### src/rtl/display_pkg.sv
// Shared constants and width helper for the seven-segment display path.
package display_pkg;
   localparam int NIBBLE_W       = 4;
   localparam int DEF_NUM_DIGITS = 4;
   localparam int DEF_SCAN_DIV   = 50000;

   // ceil(log2(n)), never less than 1 so single-value counters still get a bit
   function automatic int clog2_min1(input int n);
      int w;
      w = 0;
      while ((1 << w) < n) w++;
      return (w < 1) ? 1 : w;
   endfunction
endpackage

### src/rtl/scan_tick_gen.sv
// Per-digit dwell counter; wrap pulses on the last cycle of every scan slot.
module scan_tick_gen
   import display_pkg::*;
#(
   parameter int SCAN_DIV = DEF_SCAN_DIV
) (
   input  logic clk,
   input  logic rst_n,
   output logic wrap
);
   localparam int CW = clog2_min1(SCAN_DIV);

   logic [CW-1:0] div_cnt;

   // widen both sides so SCAN_DIV-1 is never truncated to CW bits
   assign wrap = (32'(div_cnt) == 32'(SCAN_DIV - 1));

   always_ff @(posedge clk or negedge rst_n) begin
      if (!rst_n)    div_cnt <= '0;
      else if (wrap) div_cnt <= '0;
      else           div_cnt <= div_cnt + CW'(1);
   end
endmodule

### src/rtl/digit_scan_mux.sv
// Multiplexes a NUM_DIGITS hex value onto one seven-segment decoder, swapping
// in newly accepted values only at frame boundaries.
module digit_scan_mux
   import display_pkg::*;
#(
   parameter int NUM_DIGITS    = DEF_NUM_DIGITS,
   parameter int SCAN_DIV      = DEF_SCAN_DIV,
   parameter bit BLANK_LEADING = 1'b1
) (
   input  logic                           clk,
   input  logic                           rst_n,
   input  logic                           value_valid,
   input  logic [NIBBLE_W*NUM_DIGITS-1:0] value_in,
   output logic                           value_ready,
   output logic [NIBBLE_W-1:0]            nibble,
   output logic [NUM_DIGITS-1:0]          digit_en_n,
   output logic                           frame_tick
);
   localparam int IW = clog2_min1(NUM_DIGITS);
   localparam logic [IW-1:0] LAST_DIG = IW'(NUM_DIGITS - 1);

   typedef logic [NUM_DIGITS-1:0][NIBBLE_W-1:0] digits_t;

   digits_t                active, shadow;
   logic                   pending;
   logic [IW-1:0]          digit_idx;
   logic                   slot_wrap, xfer, blank;
   logic [NUM_DIGITS-1:0]  upper_zero;

   scan_tick_gen #(.SCAN_DIV(SCAN_DIV)) u_tick (
      .clk   (clk),
      .rst_n (rst_n),
      .wrap  (slot_wrap)
   );

   assign frame_tick  = slot_wrap && (digit_idx == LAST_DIG);
   assign value_ready = !pending;
   assign xfer        = value_valid && !pending;

   always_ff @(posedge clk or negedge rst_n) begin
      if (!rst_n)
         digit_idx <= '0;
      else if (slot_wrap)
         digit_idx <= (digit_idx == LAST_DIG) ? '0 : digit_idx + IW'(1);
   end

   // A boundary with pending set cannot also transfer (ready is low), so
   // the swap and a new capture never collide on the same edge.
   always_ff @(posedge clk or negedge rst_n) begin
      if (!rst_n) begin
         active  <= '0;
         shadow  <= '0;
         pending <= 1'b0;
      end else begin
         if (xfer) begin
            shadow  <= value_in;
            pending <= 1'b1;
         end else if (frame_tick && pending) begin
            active  <= shadow;
            pending <= 1'b0;
         end
      end
   end

   for (genvar i = 0; i < NUM_DIGITS; i++) begin : g_zero
      assign upper_zero[i] = (active[NUM_DIGITS-1:i] == '0);
   end

   assign blank      = BLANK_LEADING && (digit_idx != '0) && upper_zero[digit_idx];
   assign nibble     = active[digit_idx];
   assign digit_en_n = blank ? '1 : ~(NUM_DIGITS'(1) << digit_idx);
endmodule

### config.mk
export PLATFORM = sky130hd
export DESIGN_NAME = digit_scan_mux
export DESIGN_NICKNAME = d
export VERILOG_FILES = /design/src/rtl/display_pkg.sv /design/src/rtl/scan_tick_gen.sv /design/src/rtl/digit_scan_mux.sv
export SDC_FILE = /design/constraint.sdc
export NUM_CORES = 1
export LEC_CHECK = 0
export ABC_AREA = 1
export CAP_MARGIN = 20
export CORE_ASPECT_RATIO = 1.5
export CORE_MARGIN = 3
export CORE_UTILIZATION = 23
export CTS_CLUSTER_DIAMETER = 200
export DETAILED_ROUTE_END_ITERATION = 12
export SYNTH_ARGS = -nofsm -noshare
export SYNTH_HDL_FRONTEND = slang
export SYNTH_SLANG_ARGS = --single-unit
### constraint.sdc
create_clock -name clk -period 4 [get_ports clk]
set_input_delay 0.6 -clock clk [delete_from_list [all_inputs] [get_ports clk]]
set_output_delay 0.6 -clock clk [all_outputs]
set_load 0.02 [all_outputs]
# Word level (Yosys, flattened, before mapping)
# Cells that the tools add are included.
dict set report word_totals {
  reg_bits 51
  latchBits 0
  ram_bits 0
  rom_bits 0
  inputBits 19
  out_inout_bits 10
  wordCells 40
  mem_count 0
}
dict set report op_classes {
  addsub 2
  multipliers 0
  div_mod_pow 0
  n_lt_le_gt_ge 1
  eq_ne 2
  n_shift 1
  n_mux 9
  bitwise_logic 2
  n_reduce_logical 12
}
# cell n
set op_table {}
lappend op_table {{16-bit by 1-bit adder with 16-bit output, second input constant} 1}
lappend op_table {{16-bit equality test, second input constant} 1}
lappend op_table {{16-bit zero test} 1}
lappend op_table {{16-bit 2-to-1 mux} 1}
lappend op_table {{12-bit zero test} 1}
lappend op_table {{4-bit binary-select mux with 2-bit select} 1}
lappend op_table {{8-bit zero test} 1}
lappend op_table {{4-bit 2-to-1 mux} 2}
lappend op_table {{1-bit logical AND} 4}
lappend op_table {{4-bit zero test} 1}
lappend op_table {{4-bit inverter} 1}
lappend op_table {{2-bit nonzero test} 2}
lappend op_table {{1-bit by 2-bit << shifter with 4-bit output, first input constant} 1}
lappend op_table {{2-bit by 3-bit less-than comparator with 1-bit output, second input constant} 1}
lappend op_table {{1-bit 2-to-1 mux} 3}
lappend op_table {{2-bit by 1-bit adder with 2-bit output, second input constant} 1}
lappend op_table {{1-bit binary-select mux with 2-bit select} 1}
lappend op_table {{2-bit equality test, second input constant} 1}
lappend op_table {{2-bit 2-to-1 mux} 1}
lappend op_table {{2-bit AND reduction} 1}
lappend op_table {{1-bit zero test} 1}
lappend op_table {{1-bit inverter} 1}

# Logic depth before layout (Yosys ltp)
# Gate-level depths: netlist (run 1).
dict set report logic_depth {
  depth_word 5
  depth_mapped 9
  mapped_depth_nobuf 9
}

# Cells and area by module
# A second synthesis (run 1) with hierarchy kept.
dict set report hier_totals {
  cells_unflattened 291
  area_unflattened_um2 2534.9
}
# module instances cells_per_inst area_each_um2 seq_area_each_um2
set modules_own_cells {}
lappend modules_own_cells {digit_scan_mux 1 170 1657.8 875.8}
lappend modules_own_cells {scan_tick_gen 1 121 877.1 400.4}

# Worst setup path after synthesis (run 1)
# Ideal clock, no wire load.
dict set report synth_path {
  path_type {register to output}
  startpoint {register digit_idx[0]}
  endpoint {output digit_en_n[1]}
  t_arrival_ps 1395
  required_ps 3400
  setup_slack_ps 2005
  path_stages_with_launch 10
  path_cell_list {dfrtp_1 buf_2 inv_1 buf_2 ha_1 nor2_1 nand3_1 inv_1 nand2_1 nand2_1}
}
dict set report synth_between {
  elab_chain_cells 4
  word_cells_on_any_way 7
}
# item line
set synth_lines {}
lappend synth_lines {{start: declaration} digit_scan_mux.sv:26} ;# logic [IW-1:0] digit_idx;
lappend synth_lines {{start signal: assignment} digit_scan_mux.sv:44} ;# digit_idx <= (digit_idx == LAST_DIG) ? '0 : digit_idx + IW'(1);
lappend synth_lines {{1-bit binary-select mux with 2-bit select} digit_scan_mux.sv:69} ;# assign blank = BLANK_LEADING && (digit_idx != '0) && upper_zero[digit_idx];
lappend synth_lines {{1-bit 2-to-1 mux (not written as such)} digit_scan_mux.sv:69}
lappend synth_lines {{1-bit logical AND} digit_scan_mux.sv:69}
lappend synth_lines {{4-bit 2-to-1 mux *} digit_scan_mux.sv:71} ;# assign digit_en_n = blank ? '1 : ~(NUM_DIGITS'(1) << digit_idx);
lappend synth_lines {{end: declaration} digit_scan_mux.sv:16} ;# output logic [NUM_DIGITS-1:0] digit_en_n,
# Mark *: on every way between the ends. The rest lies on a longest branch, timed or not. The select of a mux whose other input is x is not followed.

# Final worst setup path (run 1)
# Same ends and word-level chain as after synthesis.

==> results of run 1 <==
[final cells by class]
cell class                      instances  area, um2  area share
Clock buffer                            7        143      0.0455
Clock inverter                          1       8.76     0.00279
Inverter                               27        101      0.0323
Multi-Input combinational cell        203       1140       0.362
Sequential cell                        51       1280       0.407
Tap cell                              144        180      0.0575
Timing Repair Buffer                   30        290      0.0926
[power groups by stage]
stage	clock (mW)	sequential, mW	combinational [mW]
floorplan	0	0.544	0.0120
finish	0.432	0.537	0.0396
detailed placement	0	0.547	0.0412
CTS	0.447	0.537	0.0412
global placement	0	0.546	0.0404
global route	0.474	0.538	0.0447
[path summary, 6_finish.rpt]
check / end / cells past startpoint / slack (ps)
hold / removal: u_tick.div_cnt[7]$_DFF_PN0_ / 2 / 390
min in group clk: u_tick.div_cnt[0]$_DFF_PN0_ / 1 / 460
max in group asynchronous: active[4]$_DFFE_PN0P_ / 2 / 3140
hold reg to reg: u_tick.div_cnt[0]$_DFF_PN0_ / 1 / 460
setup reg to reg: shadow[12]$_DFFE_PN0P_ / 3 / 2190
setup / recovery: digit_en_n[1] / 8 / 990
[layer usage]
metal	vias up	track usage
li1	1002	-
met4	0	0.0440
met3	13	0.0177
met2	34	0.163
met5	-	0
met1	927	0.109
[flip-flops by register name, indices dropped and copies added (netlist names)]
name / cells
active: 16
digit_idx: 2
u_tick.div_cnt: 16
pending: 1
shadow: 16
[placed cells by master, fill, tap and decap left out]
master           instances
nand4_4                  1
nand3_2                  2
ha_1                     5
inv_2                    3
o21bai_1                 2
clkbuf_1                 1
o21ai_0                 15
nand2_2                  5
nand3_1                  9
nand4_1                 18
o22ai_1                  4
inv_1                   24
nor2_1                  34
nor2_2                   7
clkbuf_8                 1
mux2_2                  16
clkdlybuf4s50_1         27
buf_2                    1
o21ai_1                  2
clkbuf_16                5
nand2_1                 66
nor3_1                   5
a21oi_1                  5
xor2_1                   4
clkinv_4                 1
nor2_4                   3
dfrtp_1                 51
buf_4                    2
[worst max-delay path: stages (launching register included)]
cell,delay (ps)
dfrtp_1,550
inv_1,260
ha_1,280
nor2_1,100
nand3_1,80
inv_1,60
nand2_1,90
nand2_1,80
clkdlybuf4s50_1,610
[synthesized netlist by cell type]
| cell | n | area, um2 |
|---|---|---|
| a21oi_1 | 5 | 25.0 |
| buf_2 | 3 | 15.0 |
| buf_4 | 3 | 22.5 |
| buf_6 | 3 | 33.8 |
| clkbuf_4 | 1 | 7.51 |
| dfrtp_1 | 51 | 1280 |
| ha_1 | 5 | 62.6 |
| inv_1 | 24 | 90.1 |
| inv_2 | 3 | 11.3 |
| mux2_2 | 16 | 180 |
| nand2_1 | 66 | 248 |
| nand2_2 | 5 | 31.3 |
| nand3_1 | 9 | 45.0 |
| nand3_2 | 2 | 20.0 |
| nand4_1 | 18 | 113 |
| nand4_4 | 1 | 21.3 |
| nor2_1 | 34 | 128 |
| nor2_2 | 7 | 43.8 |
| nor2_4 | 3 | 33.8 |
| nor3_1 | 5 | 25.0 |
| o21ai_0 | 15 | 75.1 |
| o21ai_1 | 2 | 10.0 |
| o21bai_1 | 2 | 15.0 |
| o22ai_1 | 4 | 25.0 |
| xor2_1 | 4 | 35.0 |
[cell families (layout without fill, tap and decap cells)]
group | Yosys count | in the layout | synth area share
multiplexers | 16 | 16 | 0.0695
adder cells (fa/ha/maj) | 5 | 5 | 0.0241
buffers and inverters | 37 | 65 | 0.0695
AO/OA/AOI/OAI | 28 | 28 | 0.0579
AND/OR/NAND/NOR | 150 | 150 | 0.273
XOR/XNOR | 4 | 4 | 0.0135
flip-flops | 51 | 51 | 0.492
[per-stage QoR]
step | util | power [mW]
finish | 0.291 | 1.01
floorplan | - | 0.556
CTS | 0.291 | 1.02
detailed placement | 0.277 | 0.588
global placement | 0.277 | 0.586
global route | 0.291 | 1.06
==> flow_summary_export.csv, run 1 <==
group,metric,value,unit
placed_design,place_inst,455,
drt,drt-pass1-iter-count,4,
logic_synthesis,ys_seq_elements,51,
sta,setup_ws,990,ps
drt,wirelength,5390,um
power_and_ir_drop,p_switching,0.203,mW
cts,cts_tree,"built",
finish,syn2layout_area_growth,20.9,%
placed_design,io_buffers,28,
sta,holdWs,395,ps
power_and_ir_drop,p_per_area,321,nW/um2
placed_design,pre_cts_ws,1330,ps
drt,post_drt_via_cell_ratio,4.27,
power_and_ir_drop,intPower,0.805,mW
worst_setup_path,crit_start,"digit_idx[0]$_DFFE_PN0N_",
global_route,grtUsageTotal,0.0931,
sta,skew,11.2,ps
sta,final_max_slew_viol_count,0,
floorplan,die-height,136,um
power_and_ir_drop,seqPwrFrac,0.533,
placed_design,place_area,2980,um2
global_route,grt_pass1_wl,9360,um
drt,vias,1976,
cts,clk_pin_slew,70,ps
cts,clock_latency,290,ps
run,cap_violations,0,
sta,rsz0062_at_grt,"false",
worst_setup_path,required,3400,ps
sta,period_needed,3010,ps
finish,fin_nets,342,
cts,cts.sinks,51,
drt,wl_met3,179,um
worst_setup_path,crit_path_end_kind,"output port",
cts,ctsHoldBuffers,0,
placed_design,place_hpwl,4060,um
global_route,overflow,0,
cts,clockRootBuffer,"clkbuf_16",
sta,setup_viol,0,
drt,highest_layer,"met4",
finish,stdcell_count,463,
run_status,status,"finished clean",
global_route,first_global_vias,2012,
drt,drtIter0Drc,75,
floorplan,row_count,46,
logic_synthesis,syn_nets,315,
hold_path,hold_path.class,"input pin to asynchronous set/reset pin",
power_and_ir_drop,vdd_drop_max,0.000230,V
cts,cts-buffers-inserted,5,
logic_synthesis,synth_cell_types,25,
finish,final_area,3140,um2
logic_synthesis,synth_area_per_cell,8.91,um2
cts,postCtsSetupBuffers,0,
logic_synthesis,yosysWarningCount,0,
sta,period_share,0.753,
sta,final.setup.tns,0,ps
worst_setup_path,critPathKind,"flop to output port",
drt,avgRoutedWirePerCell,11.6,um
floorplan,io_pins,29,
global_route,grt_max_degree,52,
cts,post_cts_resized,0,
drt,antenna_left,0,
global_route,grt_antenna_before_repair,0,
floorplan,die_area,12600,um2
sta,worstMarginPinSlew,726,ps
cts,cts_max_level,2,
placed_design,gp_congestion,0.861,
sta,max-slew-margin-rel,0.516,
logic_synthesis,synth_area,2590,um2
floorplan,initial_core_util,0.241,
drt,drt-met1-wl,2290,um
logic_synthesis,postSynthCellCount,291,
power_and_ir_drop,p_leak,1.50,nW
cts,cts_buffer_depth,2,
finish,layout-drive-gt1-share,0.147,
drt,met2_length,2780,um
logic_synthesis,seq_area_frac_synth,0.492,
worst_setup_path,crit_arrival,2410,ps
sta,fmax,332,MHz
worst_setup_path,start_kind,"flop",
finish,diodes,0,
drt,drcViolationCount,0,
power_and_ir_drop,combPwrFrac,0.039,
finish,fillers,1153,
power_and_ir_drop,pwr-share-clk,0.428,
worst_setup_path,r2r_start,"pending$_DFFE_PN0P_",
worst_setup_path,critPathMaxFanout,13,
power_and_ir_drop,switching_share,0.201,
floorplan,die_x,92.7,um
floorplan,design.core.area,10800,um2
sta,finalHoldViolCount,0,
Note: power is estimated with default switching activity, not from simulation.
==> run 2: changes to the inputs <==
==> constraint.sdc (replaced) <==
create_clock -name clk -period 2.8 [get_ports clk]
set_input_delay 0.42 -clock clk [delete_from_list [all_inputs] [get_ports clk]]
set_output_delay 0.42 -clock clk [all_outputs]
set_load 0.02 [all_outputs]
==> flow_summary_export.csv, run 2 (synthesis gave the netlist of run 1 again) <==
group,metric,value,unit
sta,holdWs,230,ps
sta,max-slew-margin-rel,0.565,
cts,cts_tree,"built",
drt,drt-pass1-iter-count,4,
worst_setup_path,critPathMaxFanout,6,
cts,cts-buffers-inserted,5,
global_route,grt_antenna_before_repair,0,
power_and_ir_drop,p_per_area,449,nW/um2
sta,setup_viol,0,
cts,cts_buffer_depth,2,
finish,reg_top3,"active (16), shadow (16), u_tick.div_cnt (16)",
global_route,grt_pass1_wl,9280,um
finish,layout-drive-gt1-share,0.153,
cts,cts.sinks,51,
drt,vias,2003,
cts,clock_latency,290,ps
cts,post_cts_resized,0,
hold_path,hold_path.class,"input pin to asynchronous set/reset pin",
drt,antenna_left,0,
worst_setup_path,crit_arrival,2160,ps
placed_design,io_buffers,28,
floorplan,initial_core_util,0.241,
floorplan,row_count,46,
floorplan,die-height,136,um
run_status,status,"finished clean",
worst_setup_path,required,2380,ps
cts,postCtsSetupBuffers,0,
placed_design,place_hpwl,4010,um
worst_setup_path,critPathKind,"flop to output port",
cts,ctsHoldBuffers,0,
floorplan,io_pins,29,
global_route,grtUsageTotal,0.0936,
placed_design,gp_congestion,0.829,
finish,fin_nets,344,
cts,clockRootBuffer,"clkbuf_16",
finish,diodes,0,
sta,final.setup.tns,0,ps
drt,wirelength,5430,um
floorplan,die_x,92.7,um
sta,skew,5.41,ps
global_route,grt_max_degree,52,
sta,final_max_slew_viol_count,0,
cts,clk_pin_slew,70,ps
worst_setup_path,crit_path_end_kind,"output port",
floorplan,design.core.area,10800,um2
finish,layout_commonest_cell,"nand2_1",
sta,worstMarginPinSlew,652,ps
drt,post_drt_via_cell_ratio,4.31,
sta,finalHoldViolCount,0,
global_route,overflow,0,
sta,fmax,388,MHz
floorplan,die_area,12600,um2
drt,drtIter0Drc,50,
sta,period_share,0.921,
finish,final_cell_mix,"nand2_1 (66), dfrtp_1 (51), nor2_1 (34)",
worst_setup_path,start_kind,"flop",
cts,cts_max_level,2,
worst_setup_path,r2r_cells,7,
drt,avgRoutedWirePerCell,11.7,um
drt,drcViolationCount,0,
power_and_ir_drop,vdd_drop_max,0.000548,V
sta,rsz0062_at_grt,"false",
global_route,first_global_vias,1984,
finish,syn2layout_area_growth,21.1,%
run,cap_violations,0,
sta,period_needed,2580,ps
power_and_ir_drop,p_leak,1.50,nW
-- run 2: cell types whose count changed in the layout (fill, tap and decap cells not counted), sizes merged --
cell	before	now
buf	3	5
clkbuf	7	6
clkinvlp	0	1
-- run 2: layer usage --
layer	GRT usage	vias up	share of wire	wire (um)
met2	0.162	37	0.51	2770
li1	-	1009	-	-
met4	0.0432	0	0.026	143
met1	0.107	948	0.42	2310
met5	0	-	0	0
met3	0.0249	9	0.040	216
-- run 2: cell type report --
type	count	area (um2)
clock buffers	6	129
clock inverters	2	12.5
multi-input cells	203	1140
fillers	1170	7620
repair buffers	32	305
well taps	144	180
flip-flops and latches	51	1280
inverters	27	101
-- run 2: final timing paths --
kind	end	slack (ps)	start
setup reg to reg	active[9]$_DFFE_PN0P_	1130	u_tick.div_cnt[0]$_DFF_PN0_
setup / recovery	frame_tick	220	u_tick.div_cnt[0]$_DFF_PN0_
hold reg to reg	u_tick.div_cnt[0]$_DFF_PN0_	460	u_tick.div_cnt[0]$_DFF_PN0_
max in group asynchronous	shadow[11]$_DFFE_PN0P_	2120	rst_n
min in group clk	u_tick.div_cnt[0]$_DFF_PN0_	460	u_tick.div_cnt[0]$_DFF_PN0_
hold / removal	u_tick.div_cnt[15]$_DFF_PN0_	230	rst_n
-- run 2: through the flow --
step | area (um2) | setup slack, ps | total power, mW | std cells | utilization
floorplan | 2590 | 985 | 0.795 | 291 | -
global placement | 3000 | 576 | 0.838 | 457 | 0.279
detailed placement | 3000 | 522 | 0.840 | 457 | 0.279
CTS | 3140 | 187 | 1.44 | 465 | 0.292
global route | 3140 | 27.8 | 1.47 | 465 | 0.292
finish | 3140 | 222 | 1.41 | 465 | 0.292
-- run 2: critical path, stage by stage, from the launching register on --
cell and delay [ps]:
dfrtp_1 370, ha_1 250, nand3_2 110, nor2_2 180, nand2_1 170, nor2_2 170
clkdlybuf4s50_1 630
-- run 2: power by group --
part	switching [mW]	total, mW	internal [mW]	leakage [nW]
registers	0.0102	0.767	0.757	0.679
logic	0.0216	0.0574	0.0358	0.753
clock network	0.255	0.585	0.330	0.0669
==> run 3: changes to the inputs <==
--- a/config.mk
+++ b/config.mk
@@ -5,7 +5,6 @@
 export SDC_FILE = /design/constraint.sdc
 export NUM_CORES = 1
 export LEC_CHECK = 0
-export ABC_AREA = 1
 export CAP_MARGIN = 20
 export CORE_ASPECT_RATIO = 1.5
 export CORE_MARGIN = 3
==> constraint.sdc (replaced) <==
create_clock -name clk -period 2.1 [get_ports clk]
set_input_delay 0.315 -clock clk [delete_from_list [all_inputs] [get_ports clk]]
set_output_delay 0.315 -clock clk [all_outputs]
set_load 0.02 [all_outputs]
==> flow_summary_export.csv, run 3 <==
group,metric,value,unit
run_status,status,"finished clean",
logic_synthesis,synth_area,2340,um2
placed_design,place_inst,346,
logic_synthesis,seq_area_frac_synth,0.545,
drt,wirelength,4930,um
global_route,grt_max_degree,30,
sta,period_share,0.957,
sta,rsz0062_at_grt,"false",
finish,utilization,0.325,
power_and_ir_drop,p_switching,0.389,mW
sta,finalHoldViolCount,0,
worst_setup_path,required,1780,ps
logic_synthesis,syn_nets,198,
drt,antenna_left,0,
power_and_ir_drop,pwr-share-clk,0.452,
logic_synthesis,synth_area_per_cell,13.5,um2
worst_setup_path,slowest_stage,"mux4_2",
logic_synthesis,synthXorXnorAreaFrac,0.0448,
global_route,grt_antenna_before_repair,0,
logic_synthesis,synthMostInstantiatedCell,"dfrtp_1",
finish,final_area,3190,um2
logic_synthesis,yosysWarningCount,0,
worst_setup_path,cp.buffers_inverters,2,
cts,clock_latency,280,ps
finish,syn2layout_area_growth,36.0,%
power_and_ir_drop,switching_share,0.189,
cts,clk_pin_slew,60,ps
logic_synthesis,synth_edf_count,0,
drt,drtIter0Drc,55,
finish,stdcell_count,354,
logic_synthesis,synth_flop_cell,"dfrtp_1",
logic_synthesis,synth-compound-area-share,0.0166,
logic_synthesis,async_flop_share,1.00,
run,cap_violations,0,
logic_synthesis,postSynthCellCount,174,
worst_setup_path,ff2ff_setup_slack,250,ps
finish,reg_top3,"active (16), shadow (16), u_tick.div_cnt (16)",
sta,final_max_slew_viol_count,0,
power_and_ir_drop,intPower,1.67,mW
sta,skew,4.10,ps
placed_design,gp_congestion,0.799,
global_route,first_global_vias,1635,
power_and_ir_drop,vdd_drop_max,0.000370,V
finish,layout-drive-gt1-share,0.393,
logic_synthesis,yosys.area_share.adder,0.0267,
sta,final.setup.tns,0,ps
cts,ctsHoldBuffers,0,
power_and_ir_drop,p_leak,1.49,nW
cts,cts.sinks,51,
worst_setup_path,path_cells,"buf_4, mux4_2, dlygate4sd2_1",
logic_synthesis,yosysTopAreaCell,"dfrtp_1",
worst_setup_path,crit_start,"digit_idx[0]$_DFFE_PN0N_",
drt,post_drt_via_cell_ratio,4.43,
logic_synthesis,ys_seq_elements,51,
worst_setup_path,crit_arrival,1690,ps
drt,drt-pass1-iter-count,4,
cts,cts_tree,"built",
worst_setup_path,critPathTopFamily,"multiplexers",
sta,fmax,498,MHz
power_and_ir_drop,seqPwrFrac,0.505,
cts,cts_max_level,2,
sta,max-slew-margin-rel,0.634,
finish,layout_commonest_cell,"dfrtp_1",
worst_setup_path,crit_path_end_kind,"output port",
worst_setup_path,r2r_start,"u_tick.div_cnt[1]$_DFF_PN0_",
drt,drcViolationCount,0,
floorplan,die_area,11500,um2
global_route,overflow,0,
global_route,grtUsageTotal,0.0931,
placed_design,place_hpwl,3760,um
global_route,grt_pass1_wl,8200,um
cts,cts_buffer_depth,2,
finish,final_cell_mix,"dfrtp_1 (51), buf_4 (34), mux2_2 (23)",
finish,fin_nets,262,
finish,diodes,0,
worst_setup_path,critPathMaxStageDelay,530,ps
logic_synthesis,synth_top_cell_area_share,0.545,
cts,cts-buffers-inserted,5,
placed_design,io_buffers,28,
placed_design,place_area,3010,um2
logic_synthesis,synth_mux_area_frac,0.211,
drt,vias,1567,
floorplan,row_count,44,
logic_synthesis,synth_top_family_by_area,"multiplexers",
sta,period_needed,2010,ps
logic_synthesis,synth_cell_types,33,
floorplan,die_x,88.4,um
logic_synthesis,yosys.area_share.simple,0.131,
floorplan,design.core.area,9800,um2
worst_setup_path,critPathMaxFanout,7,
power_and_ir_drop,p_per_area,646,nW/um2
logic_synthesis,synth_commonest_cells,"dfrtp_1 (51), mux2_2 (23), nor2_1 (11), nand2_1 (10), mux2_4 (9)",
sta,worstMarginPinSlew,549,ps
hold_path,hold_path.class,"input pin to asynchronous set/reset pin",
logic_synthesis,synth_area_leaders,"dfrtp_1 (54%), mux2_2 (11%), mux2_4 (5.8%)",
cts,clockRootBuffer,"clkbuf_16",
sta,setup_viol,0,
drt,avgRoutedWirePerCell,13.9,um
worst_setup_path,critPathKind,"flop to output port",
worst_setup_path,start_kind,"flop",
floorplan,io_pins,29,
floorplan,die-height,130,um
floorplan,initial_core_util,0.239,
power_and_ir_drop,combPwrFrac,0.043,
[run 3: power groups by stage]
stage	registers [mW]	clock network, mW	logic (mW)
global route	1.04	1.00	0.0995
global placement	1.06	0	0.0905
floorplan	1.05	0	0.0321
detailed placement	1.06	0	0.0923
CTS	1.04	0.964	0.0923
finish	1.04	0.930	0.0892
[run 3: worst paths after layout]
kind | cells after the start | to
max | 3 | nibble[0]
max in group asynchronous | 2 | shadow[0]$_DFFE_PN0P_
min in group clk | 1 | u_tick.div_cnt[10]$_DFF_PN0_
min | 1 | digit_idx[1]$_DFFE_PN0N_
min reg2reg | 1 | u_tick.div_cnt[10]$_DFF_PN0_
max reg2reg | 7 | active[13]$_DFFE_PN0P_
[run 3: area by class of cell]
class                      instances  area, um2
sequential                        51       1280
clock inverter                     2       35.0
clock buffer                       6        139
timing repair buffer              62        542
inverter                           6       22.5
tap                              115        144
fill                             994       6610
multi-input combinational        112       1030
[run 3: layer usage]
layer / up-vias / GRT usage / routed length (um)
met1: 791 / 0.115 / 2100
met4: 0 / 0.0311 / 65
met5: - / 0 / 0
li1: 740 / - / -
met3: 5 / 0.0204 / 154
met2: 31 / 0.159 / 2610
[run 3: cell families (layout without fill, tap and decap cells)]
kind of cell | after synthesis | in the layout
buffers and inverters | 11 | 76
AO/OA/AOI/OAI | 7 | 7
AND/OR/NAND/NOR | 51 | 51
adder cells (fa/ha/maj) | 5 | 5
flip-flops | 51 | 51
XOR/XNOR | 12 | 12
multiplexers | 37 | 37
[run 3: through the flow]
step	hold WS [ps]	total power [mW]	setup slack, ps
finish	10.1	2.06	90.5
global route	43.7	2.14	3.21
CTS	25.7	2.10	2.14
detailed placement	331	1.15	-153
global placement	316	1.15	-145
floorplan	19.4	1.08	128
[run 3: repair_timing]
item,4_1_cts,5_1_grt
setup buffers,0,0
resized for setup,18,10
pin swaps,1,2
endpoints found under the setup margin,8,4
cloned,0,0
==> RTL change 1: new RTL, settings of run 3 <==
Change the parameter `BLANK_LEADING` from 1'b1 to 1'b0.
--- a/src/rtl/digit_scan_mux.sv
+++ b/src/rtl/digit_scan_mux.sv
@@ -7,3 +7,3 @@
    parameter int SCAN_DIV      = DEF_SCAN_DIV,
-   parameter bit BLANK_LEADING = 1'b1
+   parameter bit BLANK_LEADING = 1'b0
 ) (
Check against the original RTL: same outputs for any inputs over 10 cycles, from zero or initial values and one cycle with rst_n low; that may be too few to reach the edited logic, so the function may still have changed.
==> RTL change 1 against run 3 <==
The flow now finishes with violations (setup timing); design area fell by 5.0%; setup slack got worse by 0.14 ns; sequential power about the same; critical path depth increased by 3; synthesized cell count shrank 4.6%; sequential cell count stayed put; total power fell by 7.1%; wire length is 7.7% lower; utilization shrank 0.18 points; register-to-register slack got worse by 0.30 ns; area after synthesis shrank 4.1%; via count shrank 11%.
==> RTL change 1: results (changes against run 3) <==
status: "finished, violations left"  # was complete, no violations
violations: "setup timing"
multi_input_area_share_pct: 30.9  # was 32.3%
postPlaceCellArea_sq_um: 2770  # was 3010 sq um
grt_pass1_vias: 1583  # was 1635
seq_share_pct: 42.2  # was 40.0%
preCtsSetupSlack_ns: -0.126  # was -0.153 ns
multi_input_cells: 100  # was 112
clk_pin_slew_worst_paths_ns: 0.07
grt_pass1_wl_microns: 7910  # was 8200 microns
power_mw: 1.91  # was 2.06 mW
vias_per_cell: 4.21  # was 4.43
place_congestion: 0.812  # was 0.799
grt_max_degree: 25  # was 30
syn_nets: 190  # was 198
clkCellAreaFrac_pct: 4.67  # was 5.46%
fin_skew_ns: 0.00776  # was 0.00410 ns
crit_fanout: 9  # was 7
p_leak_nw: 1.39  # was 1.49 nW
slowest_delay_ns: 0.55  # was 0.53 ns
p_int_mw: 1.52  # was 1.67 mW
nFillCells: 964  # was 994
worstSetupEndpoint: "active[8]$_DFFE_PN0P_"  # was nibble[0]
reg.largest.list: "active (16), shadow (16), u_tick.div_cnt (16)"  # unchanged
synth_common_cells: "dfrtp_1 (51), mux2_2 (23), nor2_1 (11)"  # unchanged
setup_violations: 17  # was 0
nets: 244  # was 262
n_all_buffers: 53  # was 62
startpoint: "u_tick.div_cnt[5]$_DFF_PN0_"  # was digit_idx[0]$_DFFE_PN0N_
wirelength_microns: 4550  # was 4930 microns
cts_resized: 24  # was 18
drt-initial-drc-count: 52  # was 55
ys_top_cells_by_area: "dfrtp_1 (57%), mux2_2 (12%), mux2_1 (4.5%), mux4_2 (4.0%), xnor2_1 (3.1%)"  # was dfrtp_1 (54%), mux2_2 (11%), mux2_4 (5.8%), mux4_2 (3.8%), ha_1 (2.7%)
drive_above_1_share_pct: 33.5  # was 39.3%
layout_setup_ws_ns: -0.0472  # was 0.0905 ns
hold_class: "flop to flop"  # was primary input to asynchronous set/reset pin
dpl.hpwl_microns: 3200  # was 3760 microns
reg2reg_depth: 6  # was 7
synth.avg_cell_area_sq_um: 13.5  # about the same
nonClkBufAreaFrac_pct: 16.4  # was 17.0%
postCtsSetupBuffers: 3  # was 0
ir_drop_mv: 0.377  # was 0.370 mV
seq_cell_count: 51  # unchanged
placed_cells: 318  # was 346
setup_tns_ns: -0.515  # was 0 ns
slowest_stage: "or4b_4"  # was mux4_2
cts_hold_buf: 1  # was 0
max_slew.worst_pin.slew_ns: 0.450  # was 0.549 ns
grt_usage_pct: 9.30  # was 9.31%
hold_ws_ns: 0.492  # was 0.0101 ns
pg_clk_uw: 785  # was 930 uW
synthDistinctLibCells: 30  # was 33
critical_path.top_delay_family: "simple AND/OR/NAND/NOR gates"  # was multiplexers
via_count: 1402  # was 1567
==> RTL change 1: cell count changes after synthesis, sizes merged, moves of 2 or more <==
cell           run 3  this run
or4b               0         2
inv                6         9
xor2               6         4
nand2             10         5
nor4               5         2
clkbuf             2         4
xnor2              6         8
==> RTL change 1: layer usage <==
layer | global-route usage [%] | share of wire, % | up-vias
met4 | 3.58 | 1.7 | 0
met2 | 15.9 | 51 | 24
met3 | 2.19 | 3.8 | 6
met1 | 11.1 | 43 | 690
met5 | 0 | 0 | -
li1 | - | - | 682
==> RTL change 1: cell families (layout without fill, tap and decap cells) <==
family,count (synthesis),count (layout),share of synthesized area [%]
AND/OR/NAND/NOR,42,42,11.0
multiplexers,37,37,20.5
adder cells (fa/ha/maj),5,5,2.78
flip-flops,51,51,56.8
buffers and inverters,15,70,3.40
AO/OA/AOI/OAI,4,4,0.890
XOR/XNOR,12,12,4.68
==> RTL change 2: new RTL, flow settings as in run 3 <==
Made on the original files. Register the output `digit_en_n`, with the module's reset; this adds one clock of latency there. The other outputs are not delayed to match.
--- a/src/rtl/digit_scan_mux.sv
+++ b/src/rtl/digit_scan_mux.sv
@@ -70,3 +70,9 @@
    assign nibble     = active[digit_idx];
-   assign digit_en_n = blank ? '1 : ~(NUM_DIGITS'(1) << digit_idx);
+   always_ff @(posedge clk or negedge rst_n) begin
+      if (!rst_n) begin
+         digit_en_n <= '0;
+      end else begin
+         digit_en_n <= blank ? '1 : ~(NUM_DIGITS'(1) << digit_idx);
+      end
+   end
 endmodule
Check against the original RTL: not equivalent (Yosys sat finds a counterexample within 4 cycles, from zero or initial values and one cycle with rst_n low).
==> RTL change 2 against run 3 <==
Wire length is 5.4% lower; total power fell by 0.44%; setup slack better by 0.047 ns; area after synthesis is 4.2% higher; critical path depth did not move; largest cell class unchanged; sequential cell count grew 4; design area fell by 2.2%; sequential share of layout area rose by 4.1 points.
==> RTL change 2: results (changes against run 3) <==
wl_met3_microns: 107  # was 154 microns
p_seq_share_pct: 54.3  # was 50.5%
wl_met1_microns: 1990  # was 2100 microns
via_count: 1491  # was 1567
drt-initial-drc-count: 28  # was 55
grt_use_met1_pct: 9.40  # was 11.5%
p_leak_nw: 1.39  # was 1.49 nW
postPlaceCellArea_sq_um: 2960  # was 3010 sq um
reg2reg_to: "active[7]$_DFFE_PN0P_"  # was active[13]$_DFFE_PN0P_
synth_compound_area_share_pct: 1.28  # was 1.66%
grt_pass1_wl_microns: 7900  # was 8200 microns
met2_usage_pct: 14.2  # was 15.9%
fin_skew_ns: 0.00369  # was 0.00410 ns
synth_common_cells: "dfrtp_1 (55), mux2_2 (23), nor2_1 (12)"  # was dfrtp_1 (51), mux2_2 (23), nor2_1 (11)
pg_clk_uw: 846  # was 930 uW
crit_fanout: 3  # was 7
slowest_delay_ns: 0.51  # was 0.53 ns
p_int_mw: 1.60  # was 1.67 mW
timing.rr.start: "u_tick.div_cnt[0]$_DFF_PN0_"  # was u_tick.div_cnt[1]$_DFF_PN0_
drt-wirelength-per-cell_microns: 12.8  # was 13.9 microns
switching_share_pct: 21.8  # was 18.9%
status: "complete, no violations"  # unchanged
synthAdderAreaFrac_pct: 2.56  # was 2.67%
ys_seq_area_share_pct: 56.4  # was 54.5%
cp.arrival_ns: 1.65  # was 1.69 ns
synth.area.mux_share_pct: 19.8  # was 21.1%
dpl.hpwl_microns: 3390  # was 3760 microns
grt_max_degree: 29  # was 30
ys_top_cells_by_area: "dfrtp_1 (56%), mux2_2 (11%), mux2_4 (5.5%), mux4_2 (3.7%), ha_1 (2.6%)"  # was dfrtp_1 (54%), mux2_2 (11%), mux2_4 (5.8%), mux4_2 (3.8%), ha_1 (2.7%)
place_congestion: 0.762  # was 0.799
nets: 245  # was 262
synth_xor_area_share_pct: 5.02  # was 4.48%
reg2reg_depth: 7  # unchanged
nFillCells: 1039  # was 994
relSlewSlack_pct: 56.8  # was 63.4%
gr-usage-met3_pct: 1.60  # was 2.04%
## RTL change 2: cell types whose count changed after synthesis, moves of 2 or more
cell     before  now
dfrtp_1      51   55
nand2_1      10    8
nand3_1       4    6
nand4_1       5    3
nor3_1        2    5
## RTL change 2: stage by stage
step	utilization, %	setup slack, ns	std cells	hold slack (ns)
final	30.4	0.138	363	0.0388
after detailed placement	28.9	0.0641	353	0.387
after CTS	30.4	0.0144	362	0.0704
after global placement	28.9	0.103	353	0.381
after floorplan	-	0.285	178	0.0194
after global routing	30.4	0.0701	363	0.0947
## RTL change 2: worst max path at each step
stage                                   end  slack, ns  cells after the start
floorplan           digit_en_n[1]$_DFF_PN0_       0.29                      6
global placement                 frame_tick       0.10                      4
detailed placement               frame_tick       0.06                      4
CTS                              frame_tick       0.01                      4
global route                     frame_tick       0.07                      4
finish                            nibble[0]       0.14                      3
## RTL change 2: repair_timing
| action | 4_1_cts | 5_1_grt |
|---|---|---|
| setup buffers | 1 | 1 |
| hold buffers | 0 | 0 |
| setup endpoints to repair | 5 | 2 |
| gates resized for setup | 6 | 2 |
| cloned | 0 | 0 |
| pin swaps | 0 | 0 |
## RTL change 2: final cells by class
| type | instances | area (sq um) | share of cell area (%) |
|---|---|---|---|
| flip-flops and latches | 55 | 1380 | 44.2 |
| multi-input cells | 112 | 1000 | 32.2 |
| repair buffers | 41 | 388 | 12.4 |
| well taps | 141 | 176 | 5.66 |
| clock buffers | 5 | 125 | 4.01 |
| clock inverters | 3 | 23.8 | 0.762 |
| inverters | 6 | 22.5 | 0.722 |
